`src/rtl/inst_fetch_buffer.sv`:
```
// inst_fetch_buffer
// Instruction fetch front end: owns the fetch PC, issues reads to a
// synchronous instruction ROM and queues the returned words in a 2-entry
// prefetch FIFO that feeds the IF/ID stage one instruction per cycle.
// A branch redirect flushes the FIFO and drops any response still on its
// way back from the ROM.
//
// Flow control is credit based: the FIFO occupancy plus the single ROM read
// that can be outstanding must never exceed the two FIFO slots. That way a
// response always has a slot waiting for it and the ROM never needs to be
// stalled.

module inst_fetch_buffer #(
  parameter logic [31:0] RESET_PC = 32'h0000_0000
) (
  input  logic        clk,
  input  logic        rst,
  output logic        rom_ce_o,
  output logic [31:0] rom_addr_o,
  input  logic [31:0] rom_data_i,
  input  logic        stall_i,
  input  logic        branch_flag_i,
  input  logic [31:0] branch_target_i,
  output logic        inst_valid_o,
  output logic [31:0] inst_o,
  output logic [31:0] pc_o
);

  // Fetch PC and the bookkeeping for the one outstanding ROM read.
  logic [31:0] pc_q;
  logic [31:0] pc_d;
  logic        inflight_q;
  logic        inflight_d;
  logic [31:0] inflight_pc_q;
  logic [31:0] inflight_pc_d;

  // Two-entry FIFO of {pc, inst}. A 1-bit pointer is enough for two slots.
  logic [31:0] fifo_pc_q   [2];
  logic [31:0] fifo_inst_q [2];
  logic        rd_ptr_q;
  logic        rd_ptr_d;
  logic        wr_ptr_q;
  logic        wr_ptr_d;
  logic [1:0]  occ_q;
  logic [1:0]  occ_d;

  // Per-cycle control decisions.
  logic        pop_s;
  logic        push_s;
  logic        issue_s;
  logic [1:0]  credit_s;
  logic [31:0] branch_pc_s;

  // Word-aligned redirect address. Masking rather than slicing keeps every
  // target bit in use while forcing the low two bits to zero.
  assign branch_pc_s = branch_target_i & 32'hFFFF_FFFC;

  // Slots already spoken for: buffered entries plus the read coming back.
  assign credit_s = occ_q + {1'b0, inflight_q};

  // Pop / push / issue decisions. A branch overrides all of them: the head is
  // discarded instead of consumed and the arriving response is dropped.
  always_comb begin
    pop_s   = 1'b0;
    push_s  = 1'b0;
    issue_s = 1'b0;
    if (branch_flag_i) begin
      pop_s   = 1'b0;
      push_s  = 1'b0;
      issue_s = 1'b0;
    end else begin
      pop_s  = (occ_q != 2'd0) && !stall_i;
      push_s = inflight_q;
      if (rst) begin
        issue_s = 1'b0;
      end else if (credit_s < 2'd2) begin
        issue_s = 1'b1;
      end else if ((credit_s == 2'd2) && pop_s) begin
        // The pop this cycle frees the slot the new read will land in.
        issue_s = 1'b1;
      end else begin
        issue_s = 1'b0;
      end
    end
  end

  // Next-state logic for the PC, the in-flight tracker and the FIFO control.
  always_comb begin
    pc_d          = pc_q;
    inflight_d    = inflight_q;
    inflight_pc_d = inflight_pc_q;
    rd_ptr_d      = rd_ptr_q;
    wr_ptr_d      = wr_ptr_q;
    occ_d         = occ_q;
    if (branch_flag_i) begin
      // Redirect: flush everything. Pointers are rewound as well so the head
      // is slot 0 again after every flush.
      pc_d       = branch_pc_s;
      inflight_d = 1'b0;
      rd_ptr_d   = 1'b0;
      wr_ptr_d   = 1'b0;
      occ_d      = 2'd0;
    end else begin
      if (pop_s) begin
        rd_ptr_d = ~rd_ptr_q;
      end else begin
        rd_ptr_d = rd_ptr_q;
      end
      if (push_s) begin
        wr_ptr_d = ~wr_ptr_q;
      end else begin
        wr_ptr_d = wr_ptr_q;
      end
      // Push and pop together leave the occupancy unchanged; the credit
      // rule keeps a push into a full FIFO from ever happening.
      case ({push_s, pop_s})
        2'b10:   occ_d = occ_q + 2'd1;
        2'b01:   occ_d = occ_q - 2'd1;
        default: occ_d = occ_q;
      endcase
      if (issue_s) begin
        // PC increment wraps naturally at 2^32.
        inflight_d    = 1'b1;
        inflight_pc_d = pc_q;
        pc_d          = pc_q + 32'd4;
      end else begin
        inflight_d    = 1'b0;
        inflight_pc_d = inflight_pc_q;
        pc_d          = pc_q;
      end
    end
  end

  // Control state registers; reset is asynchronous so outputs drop at once.
  always_ff @(posedge clk or posedge rst) begin
    if (rst) begin
      pc_q          <= RESET_PC;
      inflight_q    <= 1'b0;
      inflight_pc_q <= 32'h0000_0000;
      rd_ptr_q      <= 1'b0;
      wr_ptr_q      <= 1'b0;
      occ_q         <= 2'd0;
    end else begin
      pc_q          <= pc_d;
      inflight_q    <= inflight_d;
      inflight_pc_q <= inflight_pc_d;
      rd_ptr_q      <= rd_ptr_d;
      wr_ptr_q      <= wr_ptr_d;
      occ_q         <= occ_d;
    end
  end

  // FIFO storage: capture the ROM response with the address that produced it.
  always_ff @(posedge clk or posedge rst) begin
    if (rst) begin
      fifo_pc_q[0]   <= 32'h0000_0000;
      fifo_pc_q[1]   <= 32'h0000_0000;
      fifo_inst_q[0] <= 32'h0000_0000;
      fifo_inst_q[1] <= 32'h0000_0000;
    end else if (push_s) begin
      fifo_pc_q[wr_ptr_q]   <= inflight_pc_q;
      fifo_inst_q[wr_ptr_q] <= rom_data_i;
    end else begin
      fifo_pc_q[wr_ptr_q]   <= fifo_pc_q[wr_ptr_q];
      fifo_inst_q[wr_ptr_q] <= fifo_inst_q[wr_ptr_q];
    end
  end

  // ROM request is combinational so a pop can free a slot in the same cycle.
  assign rom_ce_o   = issue_s;
  assign rom_addr_o = pc_q;

  // Head of the FIFO straight from registers; stale when the FIFO is empty.
  assign inst_valid_o = (occ_q != 2'd0);
  assign inst_o       = fifo_inst_q[rd_ptr_q];
  assign pc_o         = fifo_pc_q[rd_ptr_q];

endmodule

```
`config.mk`:
```
export PLATFORM = sky130hd
export DESIGN_NAME = inst_fetch_buffer
export DESIGN_NICKNAME = d
export VERILOG_FILES = /design/src/rtl/inst_fetch_buffer.sv
export SDC_FILE = /design/constraint.sdc
export NUM_CORES = 1
export LEC_CHECK = 0
export BUFFER_PORTS_ARGS = -buffer_cell sky130_fd_sc_hd__buf_2
export CORE_MARGIN = 8
export CORE_UTILIZATION = 60
export CTS_BUF_LIST = sky130_fd_sc_hd__clkbuf_8
export DETAILED_ROUTE_END_ITERATION = 8
export GPL_TIMING_DRIVEN = 0
export PLACE_DENSITY = 0.82
export SLEW_MARGIN = 10
export SYNTH_ARGS = -nofsm -noshare
export SYNTH_HDL_FRONTEND = slang
export SYNTH_SLANG_ARGS = --single-unit
export TNS_END_PERCENT = 5
```
`constraint.sdc`:
```
create_clock -name clk -period 11.2 [get_ports clk]
set_input_delay 0.56 -clock clk [delete_from_list [all_inputs] [get_ports clk]]
set_output_delay 0.56 -clock clk [all_outputs]
set_load 0.005 [all_outputs]
```
Yosys cells after proc, flatten, opt, wreduce, memory -nomap -nowiden
Index checks and enable logic that the tools add are counted.
{ "word_totals": {"wordCells": 72, "reg_bits": 197, "out_inout_bits": 98, "inputBits": 68} }
{ "op_classes": {"n_mux": 36, "n_lt_le_gt_ge": 4, "reduce_logical": 10, "eq_ne": 3, "bitwise": 5, "add_sub_neg": 4} }
{ "ops": {"columns": ["op", "count"], "rows": [
  ["2-to-1 mux 32 bit", 15],
  ["bitwise mux 64 bit", 4],
  ["2-to-1 mux 64 bit", 2],
  ["adder 32 x 3 -> 32 bit, second input constant", 1],
  ["demux 32 bit (select 1 bit)", 1],
  ["2-to-1 mux 1 bit", 12],
  ["nonzero test 2 bit", 4],
  ["== test 2 bit, second input constant", 2],
  [">= comparator 2 bit, second input constant", 2],
  ["inverter 1 -> 2 bit", 2],
  ["case mux 2 bit (2 select lines)", 1],
  ["logical AND 1 bit", 3],
  ["inverter 1 bit", 3],
  ["nonzero test 3 bit", 1],
  ["adder 2 x 1 -> 2 bit", 1],
  ["adder 2 x 1 -> 2 bit, second input constant", 1],
  ["== test 2 x 1 -> 1 bit, second input constant", 1],
  ["< comparator 2 x 1 -> 1 bit, second input constant", 1],
  ["< comparator 2 bit, second input constant", 1],
  ["2-to-1 mux 2 bit", 1],
  ["AND reduction 2 bit", 1],
  ["subtractor 2 x 1 -> 2 bit, second input constant", 1],
  ["logical NOT 1 bit", 1]
]} }

Longest topological paths before layout
Gate-level depths: netlist (run 1).
{ "depth": {"word_depth": 9, "depth_mapped": 7, "depth_no_buf": 6} }

Worst setup path after synthesis (run 1)
OpenSTA, ideal clock, no wires.
{ "synth_timing": {"path_kind": "register to register", "start": "reg occ_q[0]", "end": "reg pc_q[29], in the netlist rom_addr_o[29]", "path_stages_with_launch": 7, "arrival_time_ns": 2.496, "required_time_ns": 11.131, "path_slack_ns": 8.635, "path_buffers": 0, "setup_ns": 0.069, "period_less_slack_ns": 2.565, "path_cell_list": "dfrtp_1 -> ha_1 -> or3b_1 -> a221o_2 -> or4_4 -> or4_1 -> nand3_1"} }
{ "synth_via": {"elab_chain_cells": 8, "word_cells_on_any_way": 11, "classes_between": "add/sub: 1; order compare: 1; eq/ne: 1; mux: 4; reduce/logical: 4"} }
{ "synth_lines": {"columns": ["item", "line_no", "rtl"], "rows": [
  ["from (decl)", "44", "logic [1:0] occ_q;"],
  ["from (signal assigned)", "142", "occ_q <= 2'd0;"],
  ["from (signal assigned)", "149", "occ_q <= occ_d;"],
  ["adder 2 x 1 -> 2 bit or nonzero test 2 bit (tied branches)", "59, 72", null],
  ["== test 2 bit or logical AND 1 bit (tied branches)", "78, 72", null],
  ["logical AND 1 bit", "78", "end else if ((credit_s == 2'd2) && pop_s) begin"],
  ["2-to-1 mux 1 bit", "78", null],
  ["2-to-1 mux 1 bit (*)", "76", "end else if (credit_s < 2'd2) begin"],
  ["2-to-1 mux 1 bit (*)", "74", "if (rst) begin"],
  ["2-to-1 mux 1 bit (*)", "67", "if (branch_flag_i) begin"],
  ["nonzero test 2 bit (no source line) (*)", null, null],
  ["to (signal assigned)", "144", "pc_q <= pc_d;"],
  ["to (decl)", "30", "logic [31:0] pc_q;"]
]} }
Mark *: on every way between the ends. The rest lies on a longest branch, timed or not.
A chain may end at the register's enable or synchronous reset.

Worst setup path after layout (run 1)
{ "layout_timing": {"start": "reg occ_q[0]", "end": "out rom_ce_o"} }
{ "layout_via": {"elab_chain_cells": 7, "word_cells_on_any_way": 10, "classes_between": "add/sub: 1; order compare: 1; eq/ne: 1; mux: 4; reduce/logical: 3"} }
{ "layout_lines": {"columns": ["item", "line_no", "rtl"], "rows": [
  ["adder 2 x 1 -> 2 bit or nonzero test 2 bit (tied branches)", "59, 72", null],
  ["== test 2 bit or logical AND 1 bit (tied branches)", "78, 72", null],
  ["logical AND 1 bit", "78", null],
  ["2-to-1 mux 1 bit", "78", null],
  ["2-to-1 mux 1 bit (*)", "76", null],
  ["2-to-1 mux 1 bit (*)", "74", null],
  ["2-to-1 mux 1 bit (*)", "67", null],
  ["to (decl)", "18", "output logic rom_ce_o,"]
]} }
Marked as above.

==> results_dict.tcl, run 1 <==
set metrics [dict create \
    vias 5679 \
    cts_tree "done" \
    hold_path.class "in -> async" \
    internal_power_mw 1.37 \
    drt-wirelength-per-cell_um 19.3 \
    core_area_sq_mm 0.0139 \
    initial_core_util 0.615 \
    holdBufCountCts 0 \
    finalCriticalPeriod_ps 3330 \
    crit_arrival_ps 2770 \
    clock_power_share 0.248 \
    p_comb_frac 0.228 \
    dp_hpwl_mm 14.1 \
    portBuffers 161 \
    drt_wl_total_mm 19.4 \
    postLayoutCellArea_sq_mm 0.0100 \
    grt_use_met2 0.364 \
    clock_latency_ps 460 \
    r2r-end "rom_addr_o[29]" \
    worst_pin_slew_ps 809 \
    root_buffer "clkbuf_8" \
    fin_crit_sh 0.297 \
    io-pin-count 166 \
    via_per_inst 5.67 \
    clock_sinks 193 \
    synth_area_per_cell_sq_um 13.6 \
    grt.total_usage 0.221 \
    max_freq_ghz 0.301 \
    route.detailed.drc 0 \
    drtPass1Iterations 4 \
    max_stage_delay_ps 470 \
    post_cts_buffers 0 \
    grt_start_max_net_pins 126 \
    startpoint "occ_q[0]" \
    clock_path_buffers 2 \
    h-tree-depth 4 \
    power_frac_seq 0.523 \
    net-switching-power_mw 0.489 \
    grt_pass1_wl_mm 31.8 \
    routabilityCongestion 0.816 \
    hold_viol_final 0 \
    area_delta_synth_final_pct 17.2 \
    crit_end "rom_ce_o" \
    worst-path-buf-inv 2 \
    dieArea_sq_mm 0.0183 \
    setup.worst_path.start_class "flip-flop" \
    synth_area_sq_mm 0.00854 \
    criticalPathCategory "reg -> out" \
    post-place-ws_ps 8360 \
    clock_skew_ps 7.41 \
    p_total_mw 1.86 \
    cpMostUsedCell "buf_2" \
    relSlewSlack 0.461 \
    grt_pass1_vias 6134 \
    rsz0062_at_grt "no" \
    die_width_um 135 \
    slowest_stage "dfrtp_1" \
    cp_top_family "simple AND/OR/NAND/NOR gates" \
    status "complete, no violations" \
    crit_chain "ha_1 -> or3b_1 -> a221o_2 -> nor2_1 -> buf_2 -> buf_2" \
    worstPathRequired_ps 10640 \
    cap_violations 0 \
    final_antenna_net_count 0 \
    worst-path-stages 6 \
    yosysUniqueCellTypes 34 \
    first_iter_violations 310 \
    setup_tns_ps 0 \
    clkTransAtPathRegs_ps 80 \
    gr-total-overflow 0 \
    grtUsageMet1 0.275 \
    drive_above_1_share 0.512 \
    grt.met3_usage 0.0553 \
    power.density_mw_per_mm2 186 \
    rows 43 \
    ys_ff_latch 193 \
    swShare 0.263 \
    cp_max_fo 11 \
    syn-instance-count 630 \
    die-height_um 135 \
    setup_viol 0 \
    reg2reg_depth 6 \
    endpoint_kind "output port" \
    n_antenna_cell 0 \
    reg2reg_from "occ_q[0]" \
    synth_warnings 0 \
    setup_slack_ps 7870 \
    power.leakage_nw 4.65 \
    cts_resized 0 \
    r2r_slack_ps 8440 \
    finalNonFillerCells 1002 \
    peakVddDrop_v 0.000105 \
    nets 882 \
    numCtsBuffers 17 \
    yosysSeqAreaShare 0.565 \
    gr-max-usage-layer "met2" \
    grt_antenna_before_repair 0 \
    dp_cells 973 \
    slew_viol_final 0 \
    place_area_sq_mm 0.00961 \
]
## state kept, by name, summed over array words and instances (netlist names)
name / count
fifo_inst_q: 64
inflight_q: 1
occ_q: 2
inflight_pc_q: 30
fifo_pc_q: 64
rom_addr_o: 30
rd_ptr_q: 1
wr_ptr_q: 1
## cell families after synthesis
logic type,share of synthesized area
buffers and inverters,0.0189
and+or+nand+nor,0.0667
xor gates and xnor gates,0.0287
other,0.000439
DFF,0.565
muxes,0.294
adders and majority gates,0.00293
AOI/OAI and AO/OA,0.0230
## power groups by stage
| stage | clock (mW) | sequential (mW) | combinational [mW] |
|---|---|---|---|
| floorplan | 0 | 0.951 | 0.282 |
| global placement | 0 | 0.967 | 0.411 |
| detailed placement | 0 | 0.987 | 0.431 |
| CTS | 0.472 | 0.973 | 0.434 |
| global route | 0.499 | 0.996 | 0.467 |
| finish | 0.462 | 0.973 | 0.425 |
## synthesized netlist by cell type
cell / n / share of area
a41o_2: 1 / 0.0013
clkbuf_1: 30 / 0.013
buf_2: 3 / 0.0018
nand4_1: 14 / 0.010
and2_1: 4 / 0.0029
a21oi_1: 2 / 0.0012
or4_1: 2 / 0.0018
buf_4: 2 / 0.0018
nor4_1: 6 / 0.0044
or3_1: 2 / 0.0015
nor2_1: 10 / 0.0044
nand3_1: 13 / 0.0076
a31oi_1: 2 / 0.0015
nor2b_1: 7 / 0.0051
xor2_1: 22 / 0.023
or3b_1: 1 / 0.0010
a211oi_1: 1 / 0.00088
conb_1: 1 / 0.00044
a221o_2: 1 / 0.0013
o21ai_0: 27 / 0.016
xnor2_1: 6 / 0.0062
or2_2: 3 / 0.0022
mux2_2: 222 / 0.29
inv_1: 4 / 0.0018
mux2i_1: 1 / 0.0012
dfrtp_1: 193 / 0.57
inv_2: 1 / 0.00044
and4_1: 3 / 0.0031
nor3b_1: 2 / 0.0018
or4_4: 1 / 0.0013
a221oi_1: 1 / 0.0010
and3_1: 6 / 0.0044
ha_1: 2 / 0.0029
nand2_1: 34 / 0.015
## worst min path at each step
| stage | from | endpoint | slack [ps] | cells after the start |
|---|---|---|---|---|
| after detailed placement | fifo_pc_q[1] | fifo_pc_q[1] | 470 | 1 |
| after floorplan | fifo_pc_q[0] | fifo_pc_q[0] | 450 | 1 |
| final | rst | fifo_pc_q[27] | 170 | 2 |
| after global placement | fifo_pc_q[0] | fifo_pc_q[0] | 470 | 1 |
| after CTS | rst | fifo_pc_q[59] | 170 | 2 |
| after global routing | rst | fifo_pc_q[27] | 180 | 2 |
## per-layer routing
layer,wire length (um),vias to the layer above
li1,-,2607
met1,8350,2887
met2,9540,156
met3,1140,29
met4,351,0
met5,0,-
## layout make-up
class,instances,area (sq um)
Clock inverter,11,151
Inverter,5,26.3
Clock buffer,18,248
Fill cell,987,3870
Buffer,35,143
Timing Repair Buffer,162,833
Sequential cell,193,4830
Tap cell,180,225
Multi-Input combinational cell,398,3550
## worst register-to-register path, stage by stage (launching register included)
cell and delay (ps):
dfrtp_1 470, ha_1 320, or3b_1 400, a221o_2 440
or4_4 580, or4_1 410, nand3_1 90
## per-stage QoR
step	hold WS, ps	utilization
final	172	0.721
after global routing	179	0.721
after CTS	170	0.721
after detailed placement	473	0.692
after global placement	467	0.690
after floorplan	447	-
## cell usage in the layout, fill, tap and decap left out, types with 3 or more instances in the layout
master,instances
and4_1,3
nor2b_1,7
nor2_1,10
o21ai_0,27
inv_1,8
clkbuf_8,18
mux2_2,222
nand2_1,34
xor2_1,22
nand3_1,13
and2_1,4
buf_2,164
or2_2,3
nor4_1,6
xnor2_1,6
and3_1,6
dfrtp_1,193
nand4_1,14
bufinv_16,4
clkbuf_1,30
Note: power is estimated with default switching activity, not from simulation.
==> run 2: changes to the inputs <==
Settings changed: ABC_AREA from default to 1, CORE_UTILIZATION 60 to 58, PLACE_DENSITY 0.82 to 0.79.
Clock period 11.2 ns to 3.1 ns, I/O delays scaled along.
==> run 2 against run 1 <==
  * Flip-flop and latch count did not move
  * Count of clock-buffer cells in the layout down 1
  * Critical path depth is 5 higher
  * Core utilization up 1.5 points
  * Critical endpoint unchanged
  * Largest power group unchanged
  * Highest routed layer unchanged
==> results_dict.tcl, run 2 <==
set metrics [dict create \
    status "complete, no violations" \
    cap_violations 0 \
    drtPass1Iterations 5 \
    synth_area_leader_cell "dfrtp_1" \
    max_freq_ghz 0.347 \
    yosys.area_share.adder 0.00277 \
    final_antenna_net_count 0 \
    cts_tree "done" \
    reg2reg_depth 9 \
    hold_viol_final 0 \
    grt_start_max_net_pins 38 \
    worst_pin_slew_ps 755 \
    synth_compound_area_frac 0.0989 \
    final_util 0.736 \
    met3_length_mm 1.84 \
    io-pin-count 166 \
    synth_edf_count 0 \
    gr-total-overflow 0 \
    grt.total_usage 0.255 \
    setup.worst_path.start_class "primary input" \
    setup_slack_ps 221 \
    max_stage_delay_ps 530 \
    synth-async-reset-ratio 1.00 \
    setup_viol 0 \
    finalNonFillerCells 1494 \
    highest_layer "met4" \
    dp_hpwl_mm 17.5 \
    synth_area_per_cell_sq_um 8.63 \
    routabilityCongestion 0.979 \
    syn-instance-count 1047 \
    cp_top_family "buffers and inverters" \
    crit_end "rom_ce_o" \
    via_per_inst 5.34 \
    cp_max_fo 37 \
    grt_pass1_wl_mm 40.7 \
    rows 45 \
    netlist_top_cells_count "318 x nand2_1, 193 x dfrtp_1, 158 x o21ai_0" \
    synth_area_sq_mm 0.00903 \
    die-height_um 141 \
    worstPathRequired_ps 2940 \
    synth_warnings 0 \
    wl_met1_mm 10.5 \
    fin_crit_sh 0.929 \
    startpoint "rst" \
    met2WireLength_mm 11.7 \
    yosysUniqueCellTypes 33 \
    synth_top_area_frac 0.535 \
    synth_flop_cell "dfrtp_1" \
    core_area_sq_mm 0.0152 \
    synth.area.top_cells "dfrtp_1 53%, nand2_1 13%, o21ai_0 8.8%" \
    n_antenna_cell 0 \
    numCtsBuffers 17 \
    crit_arrival_ps 2720 \
    fillCellCount 1161 \
    grt_antenna_before_repair 0 \
    h-tree-depth 4 \
    nets 1364 \
    crit_chain "dlygate4sd3_1 -> buf_2 -> clkinvlp_4 -> buf_12 -> buf_12 -> buf_12 -> buf_12 -> nand3_2 -> inv_2 -> clkbuf_4 -> buf_2" \
    clkTransAtPathRegs_ps 90 \
    drive_above_1_share 0.218 \
    clock_skew_ps 11.5 \
    muxShareOfSynthArea 0.0773 \
    worst_hold_slack_ps 42.2 \
    root_buffer "clkbuf_8" \
    dp_cells 1402 \
    clock_latency_ps 470 \
    slew_viol_final 0 \
    post-place-ws_ps 89.8 \
    first_iter_violations 511 \
    portBuffers 161 \
    power.leakage_nw 5.52 \
    rsz0062_at_grt "no" \
    dieArea_sq_mm 0.0198 \
    initial_core_util 0.594 \
    peakVddDrop_v 0.000335 \
    clock_sinks 193 \
    reg2reg_from "inflight_q" \
    hold_path.class "in -> reg" \
    synth_top_family_by_area "simple AND/OR/NAND/NOR gates" \
    r2r-end "inflight_pc_q[21]" \
    drt_wl_total_mm 24.6 \
    layout_commonest_cell "nand2_1" \
    post-synth-top-count-cell "nand2_1" \
    power.density_mw_per_mm2 789 \
    vias 7982 \
    top_regs "fifo_inst_q (64), fifo_pc_q (64)" \
    route.detailed.drc 0 \
    clock_path_buffers 2 \
    slowest_stage "dlygate4sd3_1" \
    worst-path-buf-inv 10 \
    r2r_slack_ps 1220 \
    die_width_um 141 \
    cpMostUsedCell "buf_12" \
    yosysSeqAreaShare 0.535 \
    final_cell_mix "318 x nand2_1, 193 x dfrtp_1, 172 x buf_2, 158 x o21ai_0, 120 x inv_1" \
    endpoint_kind "output port" \
    yosys.area_share.simple 0.192 \
    criticalPathCategory "in -> out" \
    worst-path-stages 11 \
    drt-wirelength-per-cell_um 16.5 \
    setup_tns_ps 0 \
    synth_xor_xnor_area_share 0.0145 \
    grt_pass1_vias 8043 \
    relSlewSlack 0.495 \
    finalCriticalPeriod_ps 2880 \
    area_delta_synth_final_pct 23.8 \
    ys_ff_latch 193 \
]
-- run 2: worst min path at each step --
| stage | from | end | slack [ps] | cells after the start |
|---|---|---|---|---|
| final | branch_target_i[26] | rom_addr_o[26] | 40 | 5 |
| after global routing | branch_target_i[26] | rom_addr_o[26] | 40 | 5 |
| after CTS | branch_target_i[26] | rom_addr_o[26] | 20 | 5 |
| after detailed placement | rst | fifo_inst_q[61] | 330 | 2 |
| after global placement | rom_data_i[29] | fifo_inst_q[61] | 370 | 3 |
| after floorplan | rom_data_i[0] | fifo_inst_q[32] | 280 | 2 |
-- run 2: cell families (layout without fill, tap and decap cells) --
logic type | count (synthesis) | in the layout
and+or+nand+nor | 430 | 430
buffers and inverters | 171 | 429
AOI/OAI and AO/OA | 173 | 173
other | 1 | 2
xor gates and xnor gates | 15 | 15
adders and majority gates | 2 | 2
DFF | 193 | 193
muxes | 62 | 62
-- run 2: power by group --
part,internal (mW),switching (mW)
Clock,0.709,0.892
Combinational,1.32,1.75
Sequential,3.52,0.624
-- run 2: area by class of cell --
| class | count | area (sq um) | share of cell area |
|---|---|---|---|
| Clock inverter | 14 | 145 | 0.0130 |
| Tap cell | 188 | 235 | 0.0210 |
| Sequential cell | 193 | 4830 | 0.432 |
| Multi-Input combinational cell | 684 | 3490 | 0.312 |
| Buffer | 51 | 274 | 0.0245 |
| Inverter | 120 | 454 | 0.0406 |
| Timing Repair Buffer | 227 | 1530 | 0.136 |
| Clock buffer | 17 | 234 | 0.0209 |
-- run 2: repair_timing --
item | 4_1_cts | 5_1_grt
buffers inserted | 0 | 0
endpoints found under the hold margin | 123 | 0
hold buffers | 61 | 0
gates resized for setup | 0 | 1
setup endpoints to repair | 0 | 1
-- run 2: through the flow --
stage,area [sq um],power (mW)
global placement,10100,7.02
global route,11200,9.45
detailed placement,10200,7.17
finish,11200,8.82
floorplan,9040,5.80
CTS,11200,8.83
-- run 2: routing by layer --
metal,GRT usage,vias to the layer above
li1,-,3819
met1,0.334,3799
met2,0.407,322
met3,0.0598,42
met4,0.0945,0
met5,0,-
-- run 2: worst reg2reg max path, delay by kind of cell (launching register included) --
kind	cells	cell delay, ps
buffers and inverters	3	510
flip-flops	1	430
AND/OR/NAND/NOR	4	400
adder cells (fa/ha/maj)	1	310
AO/OA/AOI/OAI	1	90
==> run 3: changes to the inputs <==
Settings changed: CORE_UTILIZATION 58 to 56, CTS_BUF_LIST sky130_fd_sc_hd__clkbuf_8 to sky130_fd_sc_hd__clkbuf_16, PLACE_DENSITY 0.79 to 0.76.
==> run 3 against run 2 <==
  * Maximum frequency rose by 9.5%
  * Sequential share of layout area down 0.51 points
  * Via count shrank 0.73%
  * Die area is 3.2% higher
  * Final area up 1.2%
  * Critical path depth decreased by 2
  * Worst hold slack lost 37 ps
  * Final cell count grew 1.1%
  * Global-route usage is 0.55 points lower
  * Non-clock buffer count fell by 11
  * Core utilization down 2.1 points
  * Wire length hardly changed
==> results_dict.tcl, run 3 (synthesized netlist as in run 2, its figures left out) <==
set metrics [dict create \
    final_util 0.715 \
    drt_wl_total_mm 24.6 \
    first_iter_violations 492 \
    h-tree-depth 4 \
    clock_skew_ps 8.90 \
    vias 7924 \
    setup.worst_path.start_class "primary input" \
    core_area_sq_mm 0.0158 \
    max_freq_ghz 0.380 \
    power.leakage_nw 5.55 \
    peakVddDrop_v 0.000454 \
    nets 1353 \
    drt-wirelength-per-cell_um 16.3 \
    grt_antenna_before_repair 0 \
    post_cts_buffers 0 \
    drive_above_1_share 0.221 \
    root_buffer "clkbuf_16" \
    clkTransAtPathRegs_ps 70 \
    fin_crit_sh 0.848 \
    endpoint_kind "output port" \
    p_comb_frac 0.323 \
    die_width_um 143 \
    initial_core_util 0.571 \
    dieArea_sq_mm 0.0205 \
    internal_power_mw 6.11 \
    clock_path_buffers 2 \
    finalCriticalPeriod_ps 2630 \
    clock_power_share 0.237 \
    portBuffers 161 \
    grt_pass1_vias 8017 \
    gr-total-overflow 0 \
    crit_arrival_ps 2470 \
    rows 46 \
    area_delta_synth_final_pct 25.3 \
    swShare 0.354 \
    grt_pass1_wl_mm 40.2 \
    status "complete, no violations" \
    die-height_um 143 \
    setup_viol 0 \
    rsz0062_at_grt "no" \
    grt_start_max_net_pins 36 \
    cts_tree "done" \
    n_antenna_cell 0 \
    layout_commonest_cell "nand2_1" \
    cap_violations 0 \
    dp_hpwl_mm 17.5 \
    holdBufCountCts 49 \
    io-pin-count 166 \
    grt.total_usage 0.250 \
    power_frac_seq 0.440 \
    power.density_mw_per_mm2 835 \
    final_antenna_net_count 0 \
    via_per_inst 5.24 \
    slew_viol_final 0 \
    hold_viol_final 0 \
    hold_path.class "in -> reg" \
    top_regs "fifo_inst_q (64), fifo_pc_q (64)" \
    cp_max_fo 35 \
    numCtsBuffers 17 \
    clock_sinks 193 \
    net-switching-power_mw 3.34 \
    relSlewSlack 0.506 \
    fillCellCount 1231 \
    p_total_mw 9.45 \
    routabilityCongestion 0.971 \
    drtPass1Iterations 5 \
    criticalPathCategory "in -> out" \
    final_cell_mix "318 x nand2_1, 193 x dfrtp_1, 173 x buf_2, 158 x o21ai_0, 118 x inv_1" \
    clock_latency_ps 440 \
    worstPathRequired_ps 2940 \
    route.detailed.drc 0 \
    worst_pin_slew_ps 738 \
    cts_resized 0 \
]
-- run 3: per-stage QoR --
step	setup TNS [ps]	hold WS (ps)	setup WS, ps	std cells	area, sq um
floorplan	-52550	276	-943	1048	9040
global placement	-304780	373	-2780	1425	10100
detailed placement	0	193	916	1431	10200
CTS	0	5.15	445	1511	11300
global route	0	32.0	302	1511	11300
finish	0	5.60	471	1511	11300
-- run 3: final timing paths --
path / endpoint / depth (start not counted) / slack, ps / start
max: rom_ce_o / 9 / 470 / rst
min: rom_addr_o[13] / 3 / 6 / branch_target_i[13]
min in group asynchronous: fifo_pc_q[40] / 3 / 280 / rst
max in group asynchronous: fifo_inst_q[3] / 6 / 1890 / rst
min reg2reg: fifo_pc_q[17] / 1 / 490 / fifo_pc_q[17]
max reg2reg: fifo_pc_q[4] / 4 / 1260 / wr_ptr_q
-- run 3: final cells by class --
cell class	instances	area [sq um]	area share
sequential	193	4830	0.427
timing repair buffer	216	1420	0.125
clock buffer	17	425	0.0376
inverter	120	454	0.0401
multi-input combinational	684	3490	0.308
clock inverter	14	165	0.0146
buffer	51	272	0.0240
tap	216	270	0.0239
-- run 3: per-layer routing --
layer | wire [um] | vias to the layer above | global-route usage
met5 | 0 | - | 0
met4 | 528 | 0 | 0.0934
met3 | 1770 | 36 | 0.0511
met2 | 11700 | 302 | 0.402
met1 | 10600 | 3798 | 0.327
li1 | - | 3788 | -
-- run 3: worst max-delay path: stages --
cell and delay, ps:
dlygate4sd3_1 530, buf_2 130, clkinvlp_4 310, buf_12 280
buf_12 230, nand3_2 140, inv_2 220, buf_2 290
buf_2 160
-- run 3: power groups by stage --
stage,Sequential [mW],Combinational [mW],Clock [mW]
finish,4.16,3.05,2.24
global route,4.28,3.45,2.36
CTS,4.15,3.08,2.25
detailed placement,4.18,3.00,0
global placement,4.14,2.90,0
floorplan,4.00,1.80,0
